**src/rtl/imem_fetch_pkg.sv**
```systemverilog
// Shared types and constants for the instruction-fetch sequencer.
package imem_fetch_pkg;

    localparam int unsigned XLEN       = 32;
    localparam int unsigned FETCH_STEP = 4;
    localparam int unsigned BUF_DEPTH  = 2;
    localparam int unsigned CNT_W      = 2;

    typedef enum logic [1:0] {
        FETCH = 2'd0,
        FULL  = 2'd1,
        HALT  = 2'd2,
        FAULT = 2'd3
    } state_e;

    typedef struct packed {
        logic [XLEN-1:0] inst;
        logic [XLEN-1:0] pc;
    } entry_t;

endpackage

```
**src/rtl/imem_fetch_ctrl_if.sv**
```systemverilog
// Memory, downstream handshake and control signals of the fetch sequencer.
interface imem_fetch_ctrl_if;

    logic [31:0] imem_adrs;
    logic [31:0] imem_data;
    logic [31:0] inst;
    logic [31:0] inst_pc;
    logic        inst_valid;
    logic        inst_ready;
    logic        redirect_valid;
    logic [31:0] redirect_pc;
    logic        halt;
    logic        fault;
    logic [31:0] fault_pc;

    modport master (
        output imem_adrs,
        input  imem_data,
        output inst,
        output inst_pc,
        output inst_valid,
        input  inst_ready,
        input  redirect_valid,
        input  redirect_pc,
        input  halt,
        output fault,
        output fault_pc
    );

    modport slave (
        input  imem_adrs,
        output imem_data,
        input  inst,
        input  inst_pc,
        input  inst_valid,
        output inst_ready,
        output redirect_valid,
        output redirect_pc,
        output halt,
        input  fault,
        input  fault_pc
    );

endinterface

```
**src/rtl/fetch_skid_buf.sv**
```systemverilog
// Two-entry fetch FIFO; the head is a register so it holds its last value once drained or flushed.
module fetch_skid_buf
    import imem_fetch_pkg::*;
(
    input  logic             clk,
    input  logic             rst,
    input  logic             push,
    input  logic             pop,
    input  logic             flush,
    input  entry_t           din,
    output entry_t           head,
    output logic             valid,
    output logic [CNT_W-1:0] count
);

    entry_t           slot1;
    entry_t           head_n;
    entry_t           slot1_n;
    logic [CNT_W-1:0] count_n;

    // Next head/second slot/occupancy; callers never push into a full buffer without a pop.
    always_comb begin
        head_n  = head;
        slot1_n = slot1;
        count_n = count;
        if (flush) begin
            count_n = '0;
        end else begin
            case (count)
                CNT_W'(0): begin
                    if (push) begin
                        head_n  = din;
                        count_n = CNT_W'(1);
                    end
                end
                CNT_W'(1): begin
                    if (push && pop) begin
                        head_n = din;
                    end else if (push) begin
                        slot1_n = din;
                        count_n = CNT_W'(2);
                    end else if (pop) begin
                        count_n = CNT_W'(0);
                    end
                end
                default: begin
                    if (pop) begin
                        head_n = slot1;
                        if (push) begin
                            slot1_n = din;
                        end else begin
                            count_n = CNT_W'(1);
                        end
                    end
                end
            endcase
        end
    end

    always_ff @(posedge clk) begin
        if (rst) begin
            head  <= '0;
            slot1 <= '0;
            count <= '0;
            valid <= 1'b0;
        end else begin
            head  <= head_n;
            slot1 <= slot1_n;
            count <= count_n;
            valid <= (count_n != '0);
        end
    end

endmodule

```
**src/rtl/imem_fetch_ctrl.sv**
```systemverilog
// Instruction-fetch sequencer: PC, range check, redirect/halt/fault FSM in front of a 2-entry buffer.
// Optional IMEM_FETCH_PERF_EN adds saturating fetch and stall counters.
module imem_fetch_ctrl
    import imem_fetch_pkg::*;
#(
    parameter int unsigned MEM_BYTES = 400,
    parameter logic [31:0] RESET_PC  = 32'h0000_0000
) (
    input  logic               clk,
    input  logic               rst,
    imem_fetch_ctrl_if.master  bus
`ifdef IMEM_FETCH_PERF_EN
    ,
    output logic [31:0]        perf_fetch_cnt,
    output logic [31:0]        perf_stall_cnt
`endif
);

    localparam logic [31:0] LAST_PC = 32'(MEM_BYTES - 4);

    state_e           state, state_n;
    logic [31:0]      pc, pc_n;
    logic             fault_q, fault_n;
    logic [31:0]      fault_pc_q, fault_pc_n;
    logic             push, pop, flush;
    logic             free, addr_ok;
    logic [CNT_W-1:0] count;
    entry_t           head;
    entry_t           din;

    assign pop     = bus.inst_valid && bus.inst_ready;
    assign free    = (count != CNT_W'(BUF_DEPTH)) || pop;
    assign addr_ok = (pc[1:0] == 2'b00) && (pc <= LAST_PC);
    assign din     = '{inst: bus.imem_data, pc: pc};

    // Next-state, PC and fault update; redirect overrides everything but reset.
    always_comb begin
        state_n    = state;
        pc_n       = pc;
        fault_n    = fault_q;
        fault_pc_n = fault_pc_q;
        push       = 1'b0;
        flush      = 1'b0;
        if (bus.redirect_valid) begin
            flush   = 1'b1;
            pc_n    = bus.redirect_pc;
            fault_n = 1'b0;
            state_n = bus.halt ? HALT : FETCH;
        end else begin
            case (state)
                FETCH: begin
                    if (bus.halt) begin
                        state_n = HALT;
                    end else if (!free) begin
                        state_n = FULL;
                    end else if (!addr_ok) begin
                        fault_n    = 1'b1;
                        fault_pc_n = pc;
                        state_n    = FAULT;
                    end else begin
                        push = 1'b1;
                        pc_n = pc + 32'(FETCH_STEP);
                        if ((count == CNT_W'(BUF_DEPTH - 1)) && !pop) begin
                            state_n = FULL;
                        end
                    end
                end
                FULL: begin
                    if (bus.halt) begin
                        state_n = HALT;
                    end else if (pop) begin
                        state_n = FETCH;
                    end
                end
                HALT: begin
                    if (!bus.halt) begin
                        state_n = FETCH;
                    end
                end
                default: begin
                    state_n = FAULT;
                end
            endcase
        end
    end

    always_ff @(posedge clk) begin
        if (rst) begin
            state      <= FETCH;
            pc         <= RESET_PC;
            fault_q    <= 1'b0;
            fault_pc_q <= '0;
        end else begin
            state      <= state_n;
            pc         <= pc_n;
            fault_q    <= fault_n;
            fault_pc_q <= fault_pc_n;
        end
    end

    fetch_skid_buf u_buf (
        .clk   (clk),
        .rst   (rst),
        .push  (push),
        .pop   (pop),
        .flush (flush),
        .din   (din),
        .head  (head),
        .valid (bus.inst_valid),
        .count (count)
    );

    assign bus.imem_adrs = pc;
    assign bus.inst      = head.inst;
    assign bus.inst_pc   = head.pc;
    assign bus.fault     = fault_q;
    assign bus.fault_pc  = fault_pc_q;

`ifdef IMEM_FETCH_PERF_EN
    logic stall;
    assign stall = (state == FULL) || ((state == FETCH) && bus.inst_valid && !bus.inst_ready);

    // Saturating event counters.
    always_ff @(posedge clk) begin
        if (rst) begin
            perf_fetch_cnt <= '0;
            perf_stall_cnt <= '0;
        end else begin
            if (push && (perf_fetch_cnt != '1)) begin
                perf_fetch_cnt <= perf_fetch_cnt + 32'd1;
            end
            if (stall && (perf_stall_cnt != '1)) begin
                perf_stall_cnt <= perf_stall_cnt + 32'd1;
            end
        end
    end
`endif

endmodule

```
**src/flat_wrapper.sv**
```systemverilog
// flat-port wrapper written by rule: the top's interface ports become plain ports
module imem_fetch_ctrl_flat import imem_fetch_pkg::*;
#(
    parameter int unsigned MEM_BYTES = 400,
    parameter logic [31:0] RESET_PC  = 32'h0000_0000
)
  (clk, rst, bus_imem_adrs, bus_imem_data, bus_inst, bus_inst_pc, bus_inst_valid, bus_inst_ready, bus_redirect_valid, bus_redirect_pc, bus_halt, bus_fault, bus_fault_pc);
  imem_fetch_ctrl_if bus_i ();
  input  logic clk;
  input  logic rst;
  output wire logic [$bits(bus_i.imem_adrs)-1:0] bus_imem_adrs;
  input wire logic [$bits(bus_i.imem_data)-1:0] bus_imem_data;
  output wire logic [$bits(bus_i.inst)-1:0] bus_inst;
  output wire logic [$bits(bus_i.inst_pc)-1:0] bus_inst_pc;
  output wire logic [$bits(bus_i.inst_valid)-1:0] bus_inst_valid;
  input wire logic [$bits(bus_i.inst_ready)-1:0] bus_inst_ready;
  input wire logic [$bits(bus_i.redirect_valid)-1:0] bus_redirect_valid;
  input wire logic [$bits(bus_i.redirect_pc)-1:0] bus_redirect_pc;
  input wire logic [$bits(bus_i.halt)-1:0] bus_halt;
  output wire logic [$bits(bus_i.fault)-1:0] bus_fault;
  output wire logic [$bits(bus_i.fault_pc)-1:0] bus_fault_pc;
  assign bus_imem_adrs = bus_i.imem_adrs;
  assign bus_i.imem_data = bus_imem_data;
  assign bus_inst = bus_i.inst;
  assign bus_inst_pc = bus_i.inst_pc;
  assign bus_inst_valid = bus_i.inst_valid;
  assign bus_i.inst_ready = bus_inst_ready;
  assign bus_i.redirect_valid = bus_redirect_valid;
  assign bus_i.redirect_pc = bus_redirect_pc;
  assign bus_i.halt = bus_halt;
  assign bus_fault = bus_i.fault;
  assign bus_fault_pc = bus_i.fault_pc;
  imem_fetch_ctrl #(.MEM_BYTES(MEM_BYTES), .RESET_PC(RESET_PC)) u_core (.clk(clk), .rst(rst), .bus(bus_i));
endmodule
```
**config.mk**
```make
export PLATFORM = sky130hd
export DESIGN_NAME = imem_fetch_ctrl_flat
export DESIGN_NICKNAME = d
export VERILOG_FILES = /design/src/rtl/imem_fetch_pkg.sv /design/src/rtl/imem_fetch_ctrl_if.sv /design/src/rtl/fetch_skid_buf.sv /design/src/rtl/imem_fetch_ctrl.sv /design/src/flat_wrapper.sv
export SDC_FILE = /design/constraint.sdc
export NUM_CORES = 1
export LEC_CHECK = 0
export CAP_MARGIN = 25
export CELL_PAD_IN_SITES_DETAIL_PLACEMENT = 1
export CELL_PAD_IN_SITES_GLOBAL_PLACEMENT = 1
export CORE_MARGIN = 4
export CORE_UTILIZATION = 34
export DETAILED_ROUTE_END_ITERATION = 7
export GPL_ROUTABILITY_DRIVEN = 0
export PLACE_DENSITY_LB_ADDON = 0.1
export SLEW_MARGIN = 25
export SYNTH_ARGS = -nofsm -noshare
export SYNTH_HDL_FRONTEND = slang
export SYNTH_SLANG_ARGS = --single-unit
```
**constraint.sdc**
```tcl
create_clock -name clk -period 1.9 [get_ports clk]
set_input_delay 0.19 -clock clk [delete_from_list [all_inputs] [get_ports clk]]
set_output_delay 0.19 -clock clk [all_outputs]
set_load 0.02 [all_outputs]
```
After elaboration in Yosys (flattened, before gate mapping)
Cells that the tools add are included.
Storage, ports and cells
  register bits: 198
  latch bits: 0
  bits in writable memories: 0
  ROM bits: 0
  input bits: 69
  memories: 0
Operators by class
  add/sub/neg operators: 1
  multiply operators: 0
  div/mod/pow operators: 0
  $lt $le $gt $ge: 1
  eq/ne operators: 11
  shift-type cells: 0
  muxes and demuxes: 37
  bitwise operators: 5
  reduce and logical (&&, ||, !) cells: 22
Operator list (number)
  64-bit two-way mux: 6
  64-bit one-hot mux with 2 select lines: 2
  32-bit two-way mux: 5
  32-bit by 3-bit adder with 32-bit output, second input constant: 1
  32-bit by 9-bit less-or-equal comparator with 1-bit output, second input constant: 1
  2-bit two-way mux: 16
  4-bit AND reduction: 4
  2-bit inequality test, second input constant: 5
  2-bit nonzero test: 5
  2-bit zero test: 3
  1-bit two-way mux: 6
  6-bit inequality test, second input constant: 1
  2-bit one-hot mux with 3 select lines: 1
  1-bit NOT: 5
  5-bit AND reduction: 1
  2-bit by 1-bit equality test with 1-bit output, second input constant: 2
  1-bit logical AND: 4
  4-bit by 3-bit inequality test with 1-bit output, second input constant: 1
  2-bit one-hot mux with 2 select lines: 1
  3-bit inequality test, second input constant: 1
  3-bit AND reduction: 1
  3-bit nonzero test: 1
  2-bit equality test, second input constant: 1
  2-bit OR reduction: 1
  2 further kinds: 2

Longest topological paths before layout
Gate-level depths: netlist of run 1.
  depth after elaboration: 12
  depth in mapped cells: 8

Cells and area by module
A second synthesis of run 1 with hierarchy kept.
Second synthesis, totals
  cell total of the unflattened synthesis: 905
  area, all modules: 9063.7 um2
Modules (own cells, without submodules)
  fetch_skid_buf: times used 1, cells an instance 590, area each 5982.0 um2, sequential area each 2622.5 um2
  imem_fetch_ctrl: times used 1, cells an instance 315, area each 3081.7 um2, sequential area each 1341.3 um2

Worst setup path before layout of run 1
Ideal clock, no wire load.
  kind: flip-flop to flip-flop
  from: register u_core.u_buf.valid
  to: register u_core.u_buf.head[10] (netlist name)
  setup time: 0.146 ns
  arrival time: 2.070 ns
  setup slack: -0.316 ns
  stages on the path, launching flop included: 9
  buffers on the path: 3
  period minus slack after synthesis: 2.216 ns
  cell sequence: dfxtp_1 > and2_1 > clkbuf_1 > o21ai_1 > nor4_4 > a21o_1 > buf_4 > buf_4 > a221oi_1
On the way
  word-level cells in the longest chain between the ends: 9
  elaborated cells on any way between the ends: 11
Ends and longest elaborated chain
  start, declared: line fetch_skid_buf.sv:12  | output logic valid,
  start signal, assigned: line fetch_skid_buf.sv:70  | valid <= (count_n != '0);
  1-bit logical AND *: line imem_fetch_ctrl.sv:31  | assign pop = bus.inst_valid && bus.inst_ready;
  1-bit logical OR: line imem_fetch_ctrl.sv:32  | assign free = (count != CNT_W'(BUF_DEPTH)) || pop;
  1-bit two-way mux: line imem_fetch_ctrl.sv:54  | end else if (!free) begin
  1-bit two-way mux: line imem_fetch_ctrl.sv:52  | if (bus.halt) begin
  1-bit two-way mux: line imem_fetch_ctrl.sv:50  | case (state)
  1-bit two-way mux: line imem_fetch_ctrl.sv:44  | if (bus.redirect_valid) begin
  1-bit logical AND: line fetch_skid_buf.sv:37  | if (push && pop) begin
  2-bit inequality test (no line)
  4-bit AND reduction (no line) *
Mark *: on every way between the ends. The rest lies on a longest branch, timed or not.
A chain may end at the register's enable or synchronous reset.

Final worst setup path of run 1
  from: register u_core.pc[23] (netlist: u_core.bus.imem_adrs[23])
  to: register u_core.fault_pc_q[31] (netlist: u_core.bus.fault_pc[31])
On the way
  word-level cells in the longest chain between the ends: 4
Ends and longest elaborated chain
  start, declared: line imem_fetch_ctrl.sv:22  | logic [31:0] pc, pc_n;
  start signal, assigned: line imem_fetch_ctrl.sv:95  | pc <= pc_n;
  32-bit by 9-bit less-or-equal comparator with 1-bit output: line imem_fetch_ctrl.sv:33  | assign addr_ok = (pc[1:0] == 2'b00) && (pc <= LAST_PC);
  1-bit logical AND: line imem_fetch_ctrl.sv:33
  1-bit NOT (no line)
  5-bit AND reduction (no line)
  end signal, assigned: line imem_fetch_ctrl.sv:97  | fault_pc_q <= fault_pc_n;
  end, declared: line imem_fetch_ctrl.sv:24  | logic [31:0] fault_pc_q, fault_pc_n;
Every way passes these cells.

==> impl_metrics.tcl, run 1 <==
set metrics [dict create \
    period_share_pct 111 \
    gr-total-overflow 0 \
    die_h_um 165 \
    start_kind "flip-flop" \
    coreArea_um2 24200 \
    clkTransAtPathRegs_ns 0.08 \
    worstSetupPathType "reg -> reg" \
    grt_pass1_vias 7554 \
    root_buffer "clkbuf_16" \
    worst_slew_pin_slew_ns 0.681 \
    drt_iter0_drc 322 \
    hold_violations 0 \
    holdPathStages 2 \
    skew_ns 0.0110 \
    grt_pass1_wl_um 43100 \
    hold_end "u_core.u_buf.slot1[62]" \
    cts_tree "yes" \
    nNetsFinal 1209 \
    status "finished with violations" \
    fillers 2725 \
    finalCoreUtilization_pct 51.0 \
    rr_startpoint "u_core.bus.imem_adrs[23]" \
    grt.total_usage_pct 20.3 \
    syn_area_um2 8370 \
    dp_hpwl_um 18100 \
    fin_ws_ns -0.205 \
    h-tree-depth 4 \
    ys_warn_count 0 \
    die_area_um2 27200 \
    ys_seq_area_share_pct 47.4 \
    initial_core_util_pct 34.5 \
    drc 0 \
    irDropWorstVdd_uv 549 \
    hold_path_class "in -> reg" \
    rr_endpoint "u_core.bus.fault_pc[31]" \
    ant_nets 0 \
    ios 199 \
    setup_viol 166 \
    antenna_found_initial 3 \
    cts_buffer_depth 2 \
    power.switching_mw 2.32 \
    synth_cell_type_count 41 \
    wl_per_cell_um 19.0 \
    p_seq_share_pct 47.2 \
    tns_ns -23.84 \
    synth_flop_cell "dfxtp_1" \
    clock-sinks 198 \
    period_needed_ns 2.11 \
    drive_gt1_share_pct 22.2 \
    syn_avg_cell_area_um2 9.38 \
    sw_frac_of_total_pct 25.6 \
    r2r_cells 9 \
    cap_violations 0 \
    insertion_delay_ns 0.43 \
    grt_start_max_net_pins 75 \
    ys_ff_latch 198 \
    cp_max_fo 10 \
    row_count 57 \
    hold-worst-slack_ns 0.0795 \
    die_w_um 165 \
    synth_edf_count 0 \
    cp-end-kind "flip-flop" \
    max_freq_mhz 475 \
    area_delta_synth_final_pct 47.7 \
    r2r_slack_ns -0.21 \
    p_leak_nw 4.63 \
    netlist_instances 892 \
    comb_power_share_pct 11.0 \
    max-slew-margin-rel_pct 54.6 \
    synthArstFlopShare_pct 0 \
    vias_per_cell 4.86 \
    hold_buffers 0 \
    via_count 7183 \
    worst_ep_required_time_ns 2.21 \
    clkPwrFrac_pct 41.8 \
    hp-start "rst" \
    dp_worst_setup_slack_ns -0.392 \
    dr.pass1.iters 4 \
    routed_wirelength_um 28100 \
    cts_buffers 17 \
    violations "setup timing" \
    portBuffers 198 \
    arrival_ns 2.41 \
    slew_violations 0 \
    p_int_mw 6.73 \
    p_per_area_nw_per_um2 732 \
    rsz0062_at_grt "true" \
    syn-num-nets 962 \
]
-- worst max-delay path by stage --
stage,from,to,depth (start not counted)
CTS,u_core.bus.imem_adrs[16],u_core.u_buf.head[9],7
global route,u_core.bus.imem_adrs[23],u_core.u_buf.slot1[37],7
global placement,bus_inst_ready,u_core.u_buf.head[63],7
floorplan,u_core.bus.imem_adrs[6],u_core.u_buf.head[15],7
detailed placement,bus_inst_ready,u_core.u_buf.head[19],7
finish,u_core.bus.imem_adrs[23],u_core.bus.fault_pc[31],9
-- cells by family (layout without fill, tap and decap cells) --
kind of cell | count (synthesis) | after routing | synth area share (%)
buffers and inverters | 136 | 396 | 7.16
AOI/OAI and AO/OA | 154 | 154 | 17.4
and+or+nand+nor | 301 | 301 | 15.8
DFF | 198 | 198 | 47.4
xor gates and xnor gates | 5 | 5 | 0.523
adders and majority gates | 1 | 1 | 0.149
muxes | 97 | 97 | 11.6
other | 0 | 1 | 0
-- registers in the layout, indices dropped and copies added, names as in the netlist --
| name | cells |
|---|---|
| u_core.u_buf.count | 2 |
| u_core.u_buf.slot1 | 64 |
| u_core.bus.fault | 1 |
| u_core.state | 2 |
| u_core.u_buf.valid | 1 |
| u_core.bus.imem_adrs | 32 |
| u_core.bus.fault_pc | 32 |
| u_core.u_buf.head | 64 |
-- through the flow --
| stage | instances | total power [mW] | instance area (µm²) |
|---|---|---|---|
| floorplan | 892 | 4.78 | 8490 |
| global placement | 1424 | 5.30 | 11300 |
| detailed placement | 1424 | 5.30 | 11300 |
| CTS | 1469 | 9.11 | 12200 |
| global route | 1477 | 9.41 | 12400 |
| finish | 1477 | 9.04 | 12400 |
-- worst max-delay path: stages (launching register included) --
cell	delay, ns
dfxtp_2	0.34
nor4_4	0.40
nand4_4	0.21
buf_4	0.19
buf_4	0.13
o21ai_4	0.14
buf_4	0.14
buf_12	0.15
mux2i_2	0.23
nor2_1	0.05
-- power by group through the flow --
stage	Sequential, mW	Clock, mW	Combinational, mW
finish	4.27	3.78	0.993
global route	4.28	4.07	1.06
CTS	4.26	3.87	0.976
detailed placement	4.36	0	0.940
global placement	4.36	0	0.939
floorplan	4.46	0	0.318
-- repair_timing --
action	CTS	global route
setup endpoints to repair	170	171
buffers inserted	7	5
gates resized for setup	38	15
pin swaps	12	28
gates cloned	6	6
-- layout by cell type (no fill, tap or decap), types with 3 or more instances in the layout --
cell and count:
mux2i_2 3, nor4_2 5, clkinv_4 3, a21oi_1 6
mux2i_1 94, inv_1 68, o21ai_0 66, nand2_1 71
xnor2_1 5, nand3_1 3, a211oi_1 5, and2_1 11
buf_4 67, buf_6 8, clkbuf_16 22, nor2_1 172
clkdlybuf4s50_1 196, buf_12 16, a221oi_2 62, dfxtp_1 183
and2_4 15, inv_6 5, nor4_4 4, dfxtp_2 13
-- area by class of cell --
class                   count  area, µm²  area share, %
repair buffers            296       3080           24.9
flip-flops and latches    198       3990           32.3
multi-input cells         558       4030           32.6
well taps                 324        405           3.28
inverters                  68        255           2.06
diodes                      1       2.50         0.0202
clock inverters            13        158           1.28
clock buffers              19        443           3.58
-- synthesized netlist by cell type, types with 2 or more instances --
library cell,instances,area (µm²)
a221oi_1,5,43.8
nor3_1,4,20.0
mux2i_1,97,971
and2_1,26,163
buf_6,7,78.8
dfxtp_1,198,3960
nand2_1,73,274
nor4_1,6,37.5
clkbuf_1,37,139
nor4_2,2,25.0
buf_1,11,41.3
nand2b_1,2,12.5
xnor2_1,5,43.8
buf_4,8,60.1
or2_2,2,12.5
a221oi_2,60,901
o21ai_1,2,10.0
inv_1,68,255
buf_2,5,25.0
o21ai_0,67,335
a21oi_1,7,35.0
a211oi_1,6,45.0
nor2b_1,2,12.5
nand3_1,3,15.0
nor2_1,173,649
-- metal layers --
layer	share of wire, %	track usage [%]	vias up
met5	0.093	0	-
met4	0.80	4.46	4
met3	5.4	5.76	16
met2	51	35.9	139
met1	43	24.6	3505
li1	-	-	3519
(Power assumes the default switching activity.)
==> inputs of run 2 (changes only) <==
CORE_MARGIN = 1   (was 4)
==> run 2 against run 1 <==
The flow finishes with violations (DRC, setup timing). Flip-flop and latch count unchanged. Wire length shrank 2.4%. Setup slack got worse by 0.049 ns. Via count grew 0.54%. Sequential power is essentially flat. First-iteration DRC count fell by 33%. Global-route usage grew 0.74 points. Die area decreased by 7.1%.
==> impl_metrics.tcl, run 2 (synthesis gave the netlist of run 1 again) <==
set metrics [dict create \
    wl_per_cell_um 18.4 \
    die_w_um 159 \
    slew_violations 0 \
    comb_power_share_pct 11.6 \
    coreArea_um2 24200 \
    p_seq_share_pct 48.3 \
    final_cells 1488 \
    reg_top3 "u_core.u_buf.head (64), u_core.u_buf.slot1 (64)" \
    total_power_mw 8.84 \
    gr-total-overflow 0 \
    cp_max_fo 9 \
    cts_tree "yes" \
    area_delta_synth_final_pct 51.8 \
    die_area_um2 25300 \
    fin_ws_ns -0.254 \
    drt_iter0_drc 216 \
    worst_slew_pin_slew_ns 0.707 \
    cpPeakStageDelay_ns 0.41 \
    max_freq_mhz 464 \
    path_delay_family "simple AND/OR/NAND/NOR gates" \
    crit_chain "nor4_4 -> nand4_4 -> nor4_4 -> buf_4 -> a21o_4 -> buf_12 -> buf_12 -> a221oi_2" \
    root_buffer "clkbuf_16" \
    routed_wirelength_um 27400 \
    arrival_ns 2.44 \
    insertion_delay_ns 0.43 \
    irDropWorstVdd_uv 518 \
    worst_ep_required_time_ns 2.19 \
    antenna_cells 0 \
    cts_buffers 17 \
    worstSetupPathType "reg -> reg" \
    critPathBufInv 3 \
    hold_violations 0 \
    sw_frac_of_total_pct 24.9 \
    drive_gt1_share_pct 23.4 \
    p_leak_nw 4.81 \
    finalCoreUtilization_pct 52.4 \
    dr.pass1.iters 7 \
    portBuffers 198 \
    clkPwrFrac_pct 40.2 \
    cts_buffer_depth 2 \
    grt_pass1_vias 7468 \
    p_int_mw 6.64 \
    start_kind "flip-flop" \
    cap_violations 0 \
    setup_viol 167 \
    final_cell_mix "clkdlybuf4s50_1, dfxtp_1, nor2_1, mux2i_1, nand2_1" \
    fillers 2677 \
    layout_commonest_cell "clkdlybuf4s50_1" \
    vias_per_cell 4.85 \
    row_count 57 \
    period_needed_ns 2.15 \
    multi_input_area_um2 4100 \
    status "finished with violations" \
    drc 2 \
    hold_path_class "in -> reg" \
    period_share_pct 113 \
    clkTransAtPathRegs_ns 0.07 \
    cp-end-kind "flip-flop" \
    dp.cells 1427 \
    dp_hpwl_um 17300 \
    grt_start_max_net_pins 79 \
    via_count 7222 \
    critPathSlowestCell "nor4_4" \
    h-tree-depth 4 \
    seq_area_um2 3990 \
    rsz0062_at_grt "true" \
    skew_ns 0.0137 \
    initial_core_util_pct 34.5 \
    clock-sinks 198 \
    r2r_slack_ns -0.25 \
    grt_pass1_wl_um 41900 \
    p_per_area_nw_per_um2 696 \
    violations "DRC, setup timing" \
    antenna_found_initial 0 \
    ios 199 \
    ant_nets 0 \
    die_h_um 159 \
    nNetsFinal 1222 \
    max-slew-margin-rel_pct 52.9 \
    power.switching_mw 2.20 \
    hold_buffers 0 \
    grt.total_usage_pct 21.1 \
]
-- run 2: cell types whose count changed in the layout (fill, tap and decap cells not counted), moves of 3 or more --
cell       previous run  this run
and2_1               11         6
and2_4               15        20
buf_16                2         7
clkbuf_16            22        26
a221oi_4              1         4
buf_12               16        19
buf_6                 8        11
inv_6                 5         2
-- run 2: worst register-to-register path: cells and delay by family, from the launching register on --
kind | cells | cell delay, ns
AOI/OAI and AO/OA | 2 | 0.23
and+or+nand+nor | 3 | 0.95
buffers and inverters | 3 | 0.49
DFF | 1 | 0.34
-- run 2: path summary, 6_finish.rpt --
kind	startpoint	endpoint	cells after the start
min	rst	u_core.u_buf.slot1[7]	2
min reg2reg	u_core.bus.fault_pc[30]	u_core.bus.fault_pc[30]	2
max	u_core.bus.imem_adrs[27]	u_core.u_buf.head[13]	8
max reg2reg	u_core.bus.imem_adrs[27]	u_core.u_buf.head[13]	8
-- run 2: routing by layer --
metal | track usage (%) | up-vias | part of all wire, %
li1 | - | 3535 | -
met4 | 6.12 | 0 | 1.8
met1 | 25.9 | 3490 | 44
met5 | 0 | - | 0
met3 | 5.51 | 28 | 5.4
met2 | 36.1 | 169 | 49
-- run 2: power groups by stage --
stage | sequential [mW] | clock, mW | combinational [mW]
3_3_place_gp | 4.36 | 0 | 0.931
3_5_place_dp | 4.36 | 0 | 0.935
4_1_cts | 4.27 | 3.65 | 0.993
6_report | 4.27 | 3.55 | 1.02
2_1_floorplan | 4.46 | 0 | 0.318
5_1_grt | 4.27 | 3.81 | 1.09
-- run 2: cell type report --
| type | instances | share of cell area [%] |
|---|---|---|
| multi-input cells | 558 | 32.3 |
| flip-flops and latches | 198 | 31.4 |
| repair buffers | 309 | 26.7 |
| clock buffers | 21 | 3.70 |
| well taps | 324 | 3.19 |
| inverters | 68 | 2.01 |
| clock inverters | 10 | 0.758 |
-- run 2: repair_timing --
action | CTS | global route
resized for setup | 44 | 25
setup endpoints to repair | 169 | 171
setup buffers | 8 | 6
pin swaps | 37 | 40
gates cloned | 9 | 9
-- run 2: metrics by stage --
step | setup WS (ns) | area (µm²) | setup TNS [ns] | hold slack, ns
after global routing | -0.312 | 12700 | -39.36 | 0.109
after floorplan | -0.164 | 8490 | -13.69 | 0.337
after CTS | -0.195 | 12400 | -22.50 | 0.105
after detailed placement | -0.362 | 11300 | -40.52 | 0.445
after global placement | -0.346 | 11300 | -37.67 | 0.443
final | -0.254 | 12700 | -24.72 | 0.111
==> inputs of run 3 (changes only) <==
SLEW_MARGIN = 20   (was 25)
==> results of run 3 <==
The final DEF is identical to that of run 2; final timing and power are the same.
